## src/rtl/event_summary.sv

```systemverilog
// event_summary
//   Measures each detected event (a run of event_in high) and queues one
//   summary record per event of at least MIN_LEN samples. A record holds the
//   duration, the floored mean and the peak freqbin, plus a flag that is set
//   when the duration counter saturated. Records leave through a small
//   first-word-fall-through FIFO with a valid/ready handshake.
//
//   Ports
//     clock            system clock, posedge
//     reset            asynchronous reset, active low
//     event_in         event detector output, sampled every edge
//     freqbin          smoothed bin, meaningful while event_in is high
//     rec_valid        FIFO head holds a record
//     rec_ready        consumer accepts the head when rec_valid is high
//     rec_duration     event length in samples (saturated)
//     rec_bin_avg      floor(sum(freqbin) / duration)
//     rec_bin_peak     largest freqbin seen during the event
//     rec_sat          duration saturated during the event
//     drop_count       records lost to a full FIFO, saturates at 255
//     rec_timestamp    (only with EVSUM_TIMESTAMP_EN) free-running counter
//                      value at the edge that entered ACTIVE
//
//   Build option: define EVSUM_TIMESTAMP_EN to add the timestamp counter and
//   the rec_timestamp port.
//
//   state  | meaning
//   IDLE   | waiting for a fresh 0->1 edge on event_in
//   ACTIVE | accumulating duration, sum and peak
//   DIVIDE | restoring divide sum/duration, one quotient bit per cycle
//   PUSH   | write record into FIFO, or count a drop if it is full

module event_summary #(
    parameter int BIN_W   = 6,
    parameter int DUR_W   = 16,
    parameter int MIN_LEN = 4,
    parameter int FIFO_AW = 2
) (
    input  logic             clock,
    input  logic             reset,
    input  logic             event_in,
    input  logic [BIN_W-1:0] freqbin,
    output logic             rec_valid,
    input  logic             rec_ready,
    output logic [DUR_W-1:0] rec_duration,
    output logic [BIN_W-1:0] rec_bin_avg,
    output logic [BIN_W-1:0] rec_bin_peak,
    output logic             rec_sat,
    output logic [7:0]       drop_count
`ifdef EVSUM_TIMESTAMP_EN
    ,
    output logic [31:0]      rec_timestamp
`endif
);

    localparam int SUM_W = DUR_W + BIN_W;
    localparam int DEPTH = 1 << FIFO_AW;
    localparam int CNT_W = $clog2(BIN_W + 1);

    typedef enum logic [1:0] {S_IDLE, S_ACTIVE, S_DIVIDE, S_PUSH} state_t;

    state_t             state_q, state_d;
    logic               prev_q;
    logic [DUR_W-1:0]   dur_q, dur_d;
    logic [SUM_W-1:0]   sum_q, sum_d;
    logic [BIN_W-1:0]   pk_q, pk_d;
    logic               sat_q, sat_d;
    logic [SUM_W-1:0]   rem_q, rem_d;
    logic [SUM_W-1:0]   dsr_q, dsr_d;
    logic [BIN_W-1:0]   quo_q, quo_d;
    logic [CNT_W-1:0]   cnt_q, cnt_d;
    logic [7:0]         drop_q;
    logic               push_en;
    logic               rise;

    logic [FIFO_AW:0]   wptr_q, rptr_q;
    logic [DUR_W-1:0]   mem_dur  [DEPTH];
    logic [BIN_W-1:0]   mem_avg  [DEPTH];
    logic [BIN_W-1:0]   mem_pk   [DEPTH];
    logic               mem_sat  [DEPTH];
    logic               fifo_empty, fifo_full, do_push, do_pop;
    logic [FIFO_AW-1:0] head_idx;

`ifdef EVSUM_TIMESTAMP_EN
    logic [31:0]        ts_q;
    logic [31:0]        ts_start_q, ts_start_d;
    logic [31:0]        mem_ts   [DEPTH];
`endif

    assign rise = event_in && !prev_q;

    // state register
    always_ff @(posedge clock or negedge reset) begin
        if (!reset) begin
            state_q <= S_IDLE;
        end else begin
            state_q <= state_d;
        end
    end

    // next-state logic
    always_comb begin
        state_d = state_q;
        case (state_q)
            S_IDLE:   if (rise) state_d = S_ACTIVE;
            S_ACTIVE: if (!event_in) state_d = (dur_q >= DUR_W'(MIN_LEN)) ? S_DIVIDE : S_IDLE;
            S_DIVIDE: if (cnt_q == '0) state_d = S_PUSH;
            S_PUSH:   state_d = S_IDLE;
            default:  state_d = S_IDLE;
        endcase
    end

    // datapath next values and FIFO write request
    always_comb begin
        dur_d   = dur_q;
        sum_d   = sum_q;
        pk_d    = pk_q;
        sat_d   = sat_q;
        rem_d   = rem_q;
        dsr_d   = dsr_q;
        quo_d   = quo_q;
        cnt_d   = cnt_q;
        push_en = 1'b0;
`ifdef EVSUM_TIMESTAMP_EN
        ts_start_d = ts_start_q;
`endif
        case (state_q)
            S_IDLE: begin
                if (rise) begin
                    dur_d = DUR_W'(1);
                    sum_d = SUM_W'(freqbin);
                    pk_d  = freqbin;
                    sat_d = 1'b0;
`ifdef EVSUM_TIMESTAMP_EN
                    // counter value as it stands after this edge
                    ts_start_d = ts_q + 32'd1;
`endif
                end
            end
            S_ACTIVE: begin
                if (event_in) begin
                    // sum only grows with duration so the average stays exact
                    if (dur_q != '1) begin
                        dur_d = dur_q + DUR_W'(1);
                        sum_d = sum_q + SUM_W'(freqbin);
                    end else begin
                        sat_d = 1'b1;
                    end
                    if (freqbin > pk_q) pk_d = freqbin;
                end else begin
                    // quotient < 2^BIN_W, so the divisor starts at dur << (BIN_W-1)
                    rem_d = sum_q;
                    dsr_d = SUM_W'(dur_q) << (BIN_W - 1);
                    quo_d = '0;
                    cnt_d = CNT_W'(BIN_W - 1);
                end
            end
            S_DIVIDE: begin
                if (rem_q >= dsr_q) begin
                    rem_d = rem_q - dsr_q;
                    quo_d = BIN_W'({quo_q, 1'b1});
                end else begin
                    quo_d = BIN_W'({quo_q, 1'b0});
                end
                dsr_d = dsr_q >> 1;
                if (cnt_q != '0) cnt_d = cnt_q - CNT_W'(1);
            end
            S_PUSH: push_en = 1'b1;
            default: ;
        endcase
    end

    always_ff @(posedge clock or negedge reset) begin
        if (!reset) begin
            prev_q <= 1'b0;
            dur_q  <= '0;
            sum_q  <= '0;
            pk_q   <= '0;
            sat_q  <= 1'b0;
            rem_q  <= '0;
            dsr_q  <= '0;
            quo_q  <= '0;
            cnt_q  <= '0;
        end else begin
            prev_q <= event_in;
            dur_q  <= dur_d;
            sum_q  <= sum_d;
            pk_q   <= pk_d;
            sat_q  <= sat_d;
            rem_q  <= rem_d;
            dsr_q  <= dsr_d;
            quo_q  <= quo_d;
            cnt_q  <= cnt_d;
        end
    end

    // record FIFO; a full FIFO refuses a push even if the head pops this cycle
    assign fifo_empty = (wptr_q == rptr_q);
    assign fifo_full  = (wptr_q[FIFO_AW] != rptr_q[FIFO_AW]) &&
                        (wptr_q[FIFO_AW-1:0] == rptr_q[FIFO_AW-1:0]);
    assign do_push    = push_en && !fifo_full;
    assign do_pop     = rec_valid && rec_ready;

    // when empty, show the slot just popped so the outputs hold the last head
    assign head_idx = fifo_empty ? (rptr_q[FIFO_AW-1:0] - FIFO_AW'(1))
                                 : rptr_q[FIFO_AW-1:0];

    always_ff @(posedge clock or negedge reset) begin
        if (!reset) begin
            wptr_q <= '0;
            rptr_q <= '0;
            drop_q <= '0;
            for (int i = 0; i < DEPTH; i++) begin
                mem_dur[i] <= '0;
                mem_avg[i] <= '0;
                mem_pk[i]  <= '0;
                mem_sat[i] <= 1'b0;
`ifdef EVSUM_TIMESTAMP_EN
                mem_ts[i]  <= '0;
`endif
            end
        end else begin
            if (do_push) begin
                mem_dur[wptr_q[FIFO_AW-1:0]] <= dur_q;
                mem_avg[wptr_q[FIFO_AW-1:0]] <= quo_q;
                mem_pk[wptr_q[FIFO_AW-1:0]]  <= pk_q;
                mem_sat[wptr_q[FIFO_AW-1:0]] <= sat_q;
`ifdef EVSUM_TIMESTAMP_EN
                mem_ts[wptr_q[FIFO_AW-1:0]]  <= ts_start_q;
`endif
                wptr_q <= wptr_q + (FIFO_AW+1)'(1);
            end
            if (push_en && fifo_full && drop_q != 8'hFF) drop_q <= drop_q + 8'd1;
            if (do_pop) rptr_q <= rptr_q + (FIFO_AW+1)'(1);
        end
    end

`ifdef EVSUM_TIMESTAMP_EN
    always_ff @(posedge clock or negedge reset) begin
        if (!reset) begin
            ts_q       <= '0;
            ts_start_q <= '0;
        end else begin
            ts_q       <= ts_q + 32'd1;
            ts_start_q <= ts_start_d;
        end
    end
    assign rec_timestamp = mem_ts[head_idx];
`endif

    assign rec_valid    = !fifo_empty;
    assign rec_duration = mem_dur[head_idx];
    assign rec_bin_avg  = mem_avg[head_idx];
    assign rec_bin_peak = mem_pk[head_idx];
    assign rec_sat      = mem_sat[head_idx];
    assign drop_count   = drop_q;

endmodule

```

## config.mk

```make
export PLATFORM = sky130hd
export DESIGN_NAME = event_summary
export DESIGN_NICKNAME = d
export VERILOG_FILES = /design/src/rtl/event_summary.sv
export SDC_FILE = /design/constraint.sdc
export NUM_CORES = 1
export LEC_CHECK = 0
export CAP_MARGIN = 20
export CORE_MARGIN = 2
export CORE_UTILIZATION = 45
export DETAILED_ROUTE_END_ITERATION = 8
export SLEW_MARGIN = 30
export SYNTH_ARGS = -nofsm -noshare
export SYNTH_HDL_FRONTEND = slang
export SYNTH_SLANG_ARGS = --single-unit
```

## constraint.sdc

```tcl
create_clock -name clock -period 5.7 [get_ports clock]
set_clock_uncertainty 0.2 [all_clocks]
set_input_delay 1.14 -clock clock [delete_from_list [all_inputs] [get_ports clock]]
set_output_delay 1.14 -clock clock [all_outputs]
set_load 0.02 [all_outputs]
```

==> results.cfg, run 1 <==
[cts]
cts_resized = 0
clk_latency_ps = 520
holdBufCountCts = 0
cts.sink_count = 230
root_buffer = clkbuf_16
clockBufferDepth = 3
cts_tree = built
cts_made_buffers = 25
postCtsSetupBuffers = 0
htree_num_levels = 1
clkTransAtPathRegs_ps = 60

[synthesis]
synth.top_cell.area_share = 0.487
synth_edf_count = 0
syn_avg_cell_area_sq_um = 10.9
synthesis.area_sq_um = 11800
synth_fp_nets = 1142
yosysTopAreaCell = dfrtp_1
synthTopCellsByCount = 230 x dfrtp_1, 141 x nand2_1, 106 x mux2_2
ys_seq_elements = 230
async_flop_share = 1.00
ys_types = 65
ys_warn_count = 0
synth_ff_type = dfrtp_1
ys_seq_area_frac = 0.487
synth_area_leaders = dfrtp_1 49%, mux2_2 10%, mux4_2 5.5%, ha_1 4.6%, nand2_1 4.5%
yosysMostFrequentCell = dfrtp_1
syn_inst = 1087

[setup_path]
crit_start = rptr_q[0]
worstPathRequired_ps = 4360
r2r_slack_ps = 2360
critPathLaunchType = register
crit_type = register to primary output
timing.rr.start = dsr_q[0]
crit_path_max_fanout = 19
crit_slowest_cell = xor2_4
crit_arrival_ps = 3650
r2r-end = rem_q[17]
slowest_delay_ps = 560
worst_setup_path_end_kind = primary output
crit_chain = xor2_1, or3_1, xor2_4, buf_12, mux4_2, clkdlybuf4s50_1
reg2reg_depth = 10

[min_path]
hold_path.startpoint = cnt_q[0]
hold_end = cnt_q[0]
hold_class = register to register
hold_depth = 1

[layout]
fill_cells = 2240
post-route-util = 0.522
regArea_sq_um = 5760
fin_cells = 1468
antennaDiodeCount = 0
layout-drive-gt1-share = 0.188
fin_nets = 1172
area_growth_pct = 14.5
multi_input_area_sq_um = 5710

[grt]
antenna_found_initial = 0
grt_pass1_vias = 8099
grt_remaining_overflow = 0
grt_pass1_wl_mm = 43.0
grt_max_degree = 124
grt.total_usage = 0.190

[timing]
max_freq_mhz = 201
period_needed_ps = 4990
finalSetupViolCount = 0
holdWs_ps = 272
worst_pin_slew_ps = 862
rsz0062_at_grt = false
fin_crit_sh = 0.875
hold_viol = 0
tns_ps = 0
slew_headroom = 0.426
maxSlewViolCount = 0

[run_status]
status = finished clean

[place]
dp.final_hpwl_mm = 17.6
gp_congestion = 0.799
dp_cells = 1423
port-buffer-count = 47

[routing]
first_iter_violations = 445
antenna_left = 0
num_vias = 8032
routedWlPerCell_um = 17.5
via_per_inst = 5.47
wirelength_mm = 25.7
drc = 0
dr.pass1.iters = 6

[floorplan]
dieHeight_um = 166
core_area_sq_um = 25900
boundaryPins = 48
die_w_um = 166
start_util = 0.456
dieArea_sq_um = 27600
row_count = 59

[pwr]
ir_worst_vdd_mv = 0.380
power_density_nw_per_um2 = 533
leakagePower_nw = 6.23
finalPower_mw = 7.20

[run]
cap_violations = 0
## worst max-delay path, delay by kind of cell, from the launching register on
family / cells / cell delay [ps]
buffers and inverters: 2 / 820
xor gates and xnor gates: 2 / 750
and+or+nand+nor: 1 / 530
muxes: 1 / 530
DFF: 1 / 480
## cell usage in the layout, fill, tap and decap left out, drive strengths merged, types with 5 or more instances in the layout
cell type and n:
o21bai 5, nand4 14, xor2 28, a21oi 31
xnor2 28, nor4 7, clkbuf 36, mux4 29
nand2b 11, o21a 7, and3 9, nor2b 6
buf 14, or3 5, nand2 142, nor2 75
nand3 29, o21ai 77, a21o 14, mux2 108
clkdlybuf4s50 46, a31oi 25, inv 41, dfrtp 230
ha 43, nor3 20
## stage by stage
step	instance area (sq um)	setup WS, ps
3_3_place_gp	12600	1240
3_5_place_dp	12600	1200
2_1_floorplan	11800	1970
6_report	13500	714
4_1_cts	13500	638
5_1_grt	13500	541
## worst max path at each step
stage | to | slack, ps | cells past startpoint
after floorplan | rec_bin_avg[0] | 1970 | 7
after detailed placement | rec_duration[8] | 1200 | 6
after CTS | rec_duration[8] | 640 | 6
after global routing | rec_duration[8] | 540 | 6
after global placement | rec_duration[8] | 1240 | 6
final | rec_duration[8] | 710 | 6
## registers in the layout, summed over array words and instances, names as in the netlist, 3 cells and up, named ones only
register / cells
mem_dur: 64
mem_avg: 24
mem_pk: 24
rem_q: 22
sum_q: 22
dsr_q: 21
dur_q: 16
drop_count: 8
pk_q: 6
quo_q: 6
mem_sat: 4
cnt_q: 3
rptr_q: 3
wptr_q: 3
## cell type report
class / instances / area share
Sequential cell: 230 / 0.426
Multi-Input combinational cell: 759 / 0.422
Clock buffer: 36 / 0.0538
Timing Repair Buffer: 60 / 0.0472
Tap cell: 335 / 0.0310
Inverter: 41 / 0.0114
Clock inverter: 7 / 0.00852
## metal layers
layer,wire [um],track usage
met4,570,0.0446
met5,0,0
met3,825,0.0260
met1,12200,0.272
met2,12100,0.310
## logic make-up (layout without fill, tap and decap cells)
kind of cell | after synthesis | after routing | share of synthesized area
flip-flops | 230 | 230 | 0.487
XOR/XNOR | 56 | 56 | 0.0415
AND/OR/NAND/NOR | 333 | 333 | 0.130
AO/OA/AOI/OAI | 185 | 185 | 0.0978
multiplexers | 140 | 140 | 0.161
buffers and inverters | 98 | 144 | 0.0333
adder cells (fa/ha/maj) | 45 | 45 | 0.0489
## report_power, final
group | switching [mW] | leakage (nW) | internal, mW
Sequential | 0.280 | 3.06 | 1.99
Clock | 0.644 | 0.408 | 1.01
Combinational | 1.77 | 2.76 | 1.50
(Power assumes the default switching activity.)
==> inputs of run 2 (changes only) <==
--- a/config.mk
+++ b/config.mk
@@ -9,6 +9,7 @@
 export CORE_MARGIN = 2
 export CORE_UTILIZATION = 45
 export DETAILED_ROUTE_END_ITERATION = 8
+export PLACE_DENSITY = 0.65
 export SLEW_MARGIN = 30
 export SYNTH_ARGS = -nofsm -noshare
 export SYNTH_HDL_FRONTEND = slang
==> results.cfg, run 2 (synthesis gave the netlist of run 1 again) <==
[floorplan]
row_count = 59
dieArea_sq_um = 27600
start_util = 0.456
dieHeight_um = 166
die_w_um = 166
boundaryPins = 48
core_area_sq_um = 25900

[routing]
via_per_inst = 5.51
antenna_left = 0
first_iter_violations = 555
dr.pass1.iters = 5
routedWlPerCell_um = 17.4
num_vias = 8110
drc = 0
wirelength_mm = 25.6

[cts]
postCtsSetupBuffers = 0
cts_tree = built
cts_resized = 0
holdBufCountCts = 0
clkTransAtPathRegs_ps = 60
clockBufferDepth = 3
cts.sink_count = 230
root_buffer = clkbuf_16
cts_made_buffers = 25
clk_latency_ps = 510
htree_num_levels = 1

[layout]
regMostFlops = mem_dur
final_cell_mix = 230 x dfrtp_1, 140 x nand2_1, 106 x mux2_2, 75 x o21ai_0, 72 x nor2_1
area_growth_pct = 14.0
fin_nets = 1173
largest_reg_flops = 64
final_common_cell = dfrtp_1
antennaDiodeCount = 0
reg_top3 = mem_dur: 64 flops, mem_avg: 24 flops, mem_pk: 24 flops
finalInstanceArea_sq_um = 13500
fill_cells = 2293
layout-drive-gt1-share = 0.188

[grt]
grt_max_degree = 115
grt_pass1_wl_mm = 42.3
grt_pass1_vias = 8065
grt_remaining_overflow = 0
antenna_found_initial = 0
grt.total_usage = 0.186

[place]
dp.final_hpwl_mm = 17.5
port-buffer-count = 47
placed_area_sq_um = 12600
gp_congestion = 0.822
dp_slack_ps = 1120

[timing]
finalSetupViolCount = 0
hold_viol = 0
setup_ws_ps = 616
worst_pin_slew_ps = 841
max_freq_mhz = 197
slew_headroom = 0.439
maxSlewViolCount = 0
tns_ps = 0
fin_crit_sh = 0.892
period_needed_ps = 5080
rsz0062_at_grt = false

[setup_path]
crit_arrival_ps = 3740
crit_chain = xor2_1, or3_1, xor2_4, buf_12, mux4_2, clkdlybuf4s50_1
critPathLaunchType = register
crit_family = XOR/XNOR gates
worstPathRequired_ps = 4360
worst_setup_path_end_kind = primary output
slowest_delay_ps = 640
crit_type = register to primary output
crit_path_max_fanout = 17
r2r_slack_ps = 2390
critPathBufInv = 2
crit_slowest_cell = xor2_4

[run_status]
status = finished clean

[run]
cap_violations = 0

[min_path]
hold_class = register to register

[pwr]
ir_worst_vdd_mv = 0.490
finalPower_mw = 7.15
power_density_nw_per_um2 = 532
leakagePower_nw = 6.21
-- run 2: cell types whose count changed in the layout (fill, tap and decap cells not counted), sizes merged --
cell and delta:
bufinv -1, inv +1, clkbuf +2, clkinvlp -2, clkinv +2, buf +1
-- run 2: power by group --
group	switching [mW]	leakage, nW	internal (mW)	total (mW)
sequential	0.277	3.06	1.99	2.27
combinational	1.79	2.75	1.50	3.29
clock	0.636	0.402	0.964	1.60
total	2.70	6.21	4.46	7.15
-- run 2: routing by layer --
| layer | wire, um | track usage |
|---|---|---|
| met1 | 12100 | 0.267 |
| met5 | 0 | 0 |
| met4 | 524 | 0.0476 |
| met2 | 12100 | 0.301 |
| met3 | 774 | 0.0229 |
-- run 2: final timing paths --
check / endpoint / cells after the start / from
min: cnt_q[0] / 1 / cnt_q[0]
max: rec_duration[8] / 6 / rptr_q[0]
min reg2reg: cnt_q[0] / 1 / cnt_q[0]
max in group asynchronous: dsr_q[9] / 2 / reset
min in group asynchronous: drop_count[3] / 1 / reset
max reg2reg: rem_q[17] / 10 / dsr_q[18]
-- run 2: cell type report --
class / count / area, sq um / area share
clock buffer: 38 / 724 / 0.0538
multi-input combinational: 759 / 5700 / 0.424
timing repair buffer: 61 / 613 / 0.0456
inverter: 41 / 154 / 0.0114
sequential: 230 / 5760 / 0.428
clock inverter: 7 / 88.8 / 0.00660
tap: 335 / 419 / 0.0311
-- run 2: metrics by stage --
stage	cells	hold slack, ps	util
after global routing	1471	287	0.519
after detailed placement	1425	263	0.487
after CTS	1470	271	0.518
final	1471	267	0.519
after global placement	1425	258	0.487
after floorplan	1087	245	-
==> inputs of run 3 (changes only) <==
--- a/config.mk
+++ b/config.mk
@@ -5,6 +5,7 @@
 export SDC_FILE = /design/constraint.sdc
 export NUM_CORES = 1
 export LEC_CHECK = 0
+export ABC_AREA = 1
 export CAP_MARGIN = 20
 export CORE_MARGIN = 2
 export CORE_UTILIZATION = 45
==> results.cfg, run 3 <==
[pwr]
sequentialPowerShare = 0.243
switching_share = 0.480
p_int_mw = 4.96
leakagePower_nw = 7.10
power_density_nw_per_um2 = 659
power.combinational.fraction = 0.570
clock_power_share = 0.187
netSwitchingPower_mw = 4.57
ir_worst_vdd_mv = 0.354

[routing]
wirelength_mm = 33.3
num_vias = 11200
via_per_inst = 5.28
drc = 0
routedWlPerCell_um = 15.6
antenna_left = 0
first_iter_violations = 1001
dr.pass1.iters = 5

[floorplan]
die_w_um = 172
start_util = 0.458
core_area_sq_um = 27900
boundaryPins = 48
dieHeight_um = 172
row_count = 61
dieArea_sq_um = 29700

[cts]
root_buffer = clkbuf_16
clockBufferDepth = 3
cts.sink_count = 230
cts_resized = 0
cts_made_buffers = 27
clkTransAtPathRegs_ps = 60
htree_num_levels = 1
holdBufCountCts = 0
postCtsSetupBuffers = 0
cts_tree = built
clk_latency_ps = 550

[layout]
reg_top3 = mem_dur: 64 flops, mem_avg: 24 flops, mem_pk: 24 flops
layout-drive-gt1-share = 0.0480
largest_reg_flops = 64
final_cell_mix = 575 x nand2_1, 230 x dfrtp_1, 221 x o21ai_0, 162 x inv_1, 101 x nand3_1
regMostFlops = mem_dur
finalInstanceArea_sq_um = 14500
final_common_cell = nand2_1
area_growth_pct = 13.3
fin_nets = 1785
antennaDiodeCount = 0

[grt]
grt_max_degree = 126
antenna_found_initial = 0
grt_pass1_wl_mm = 55.3
grt_pass1_vias = 10600
grt_remaining_overflow = 0
grt.total_usage = 0.232

[synthesis]
ys_types = 44
synth.top_cell.area_share = 0.451
ys_warn_count = 0
yosysTopAreaCell = dfrtp_1
synth_area_leaders = dfrtp_1 45%, nand2_1 17%, o21ai_0 8.7%, inv_1 4.8%, ha_1 4.2%
synth_ff_type = dfrtp_1
syn_avg_cell_area_sq_um = 7.44
ys_seq_elements = 230
synthesis.area_sq_um = 12800
ys_seq_area_frac = 0.451
syn_inst = 1715
yosysMostFrequentCell = nand2_1
synthTopCellsByCount = 580 x nand2_1, 230 x dfrtp_1, 221 x o21ai_0
async_flop_share = 1.00
synth_edf_count = 0
synth_fp_nets = 1770

[setup_path]
crit_slowest_cell = clkinv_2
path_common_cell = nand2_1
crit_family = buffers and inverters
critPathBufInv = 2
worst_setup_path_end_kind = primary output
worstPathRequired_ps = 4360
reg2reg_depth = 11
crit_arrival_ps = 3240
path_depth = 11
slowest_delay_ps = 610
crit_chain = xnor2_1, nand2_1, nor2_2, nand2_1, nand2_2, clkinv_2, nand2_1, nand2_1, nand2_1, o21ai_0, clkdlybuf4s50_1
crit_path_max_fanout = 58
critPathLaunchType = register
crit_type = register to primary output

[timing]
hold_viol = 0
worst_pin_slew_ps = 797
fin_crit_sh = 0.804
maxSlewViolCount = 0
finalSetupViolCount = 0
rsz0062_at_grt = false
slew_headroom = 0.468
max_freq_mhz = 218
tns_ps = 0
period_needed_ps = 4580
holdWs_ps = 254

[place]
port-buffer-count = 47
gp_congestion = 0.973
dp.final_hpwl_mm = 23.1
placed_area_sq_um = 13500

[run]
cap_violations = 0

[min_path]
hold_class = primary input to asynchronous set/reset pin

[run_status]
status = finished clean
## run 3: through the flow
step | std cells | worst slack, ps | power [mW] | util
2_1_floorplan | 1715 | 2370 | 6.14 | -
3_3_place_gp | 2078 | 1640 | 7.64 | 0.484
3_5_place_dp | 2078 | 1550 | 7.71 | 0.484
4_1_cts | 2128 | 959 | 9.52 | 0.518
5_1_grt | 2129 | 772 | 10.4 | 0.519
6_report | 2129 | 1120 | 9.53 | 0.519
## run 3: layout make-up
type	instances	area [sq um]
repair buffers	58	578
inverters	168	632
multi-input cells	1245	6090
clock buffers	40	815
clock inverters	10	121
fillers	2677	13400
well taps	378	473
flip-flops and latches	230	5760
## run 3: path summary, 6_finish.rpt
check | startpoint | to | slack [ps]
max reg2reg | state_q[0] | sum_q[4] | 2340
min in group clock | pk_q[2] | pk_q[2] | 270
min | reset | mem_avg[1] | 250
min reg2reg | pk_q[2] | pk_q[2] | 270
max in group asynchronous | reset | mem_dur[58] | 3770
max | wptr_q[1] | rec_duration[1] | 1120
## run 3: logic make-up after synthesis
logic type	count (synthesis)	synth area share
simple gates	851	0.276
compound gates	321	0.133
buf+inv	240	0.0757
flops	230	0.451
fa+ha+maj	45	0.0453
xor+xnor	26	0.0178
mux	2	0.00176
## run 3: power by group through the flow
stage                     clock network, mW  logic [mW]  registers, mW
after floorplan                           0        3.88           2.26
after global placement                    0        5.32           2.33
after detailed placement                  0        5.37           2.33
after CTS                              1.82        5.40           2.31
after global routing                   1.89        6.17           2.36
final                                  1.78        5.43           2.32
## run 3: worst reg2reg max path, cell delays in order (launching register included)
cell and delay [ps]:
dfrtp_1 510, inv_2 80, nor2_4 540, nand2_1 180
nand3_2 390, nand2_2 210, nand2_2 150, nand2_4 270
inv_2 470, a21oi_1 70, o21ai_0 80, o21ai_0 100
## run 3: routing by layer
| layer | global-route usage | share of wire | wire [um] | vias up |
|---|---|---|---|---|
| met2 | 0.370 | 0.45 | 14900 | 258 |
| met3 | 0.0316 | 0.047 | 1560 | 34 |
| li1 | - | - | - | 5611 |
| met1 | 0.339 | 0.49 | 16200 | 5336 |
| met5 | 0 | 0 | 0 | - |
| met4 | 0.0464 | 0.016 | 545 | 0 |
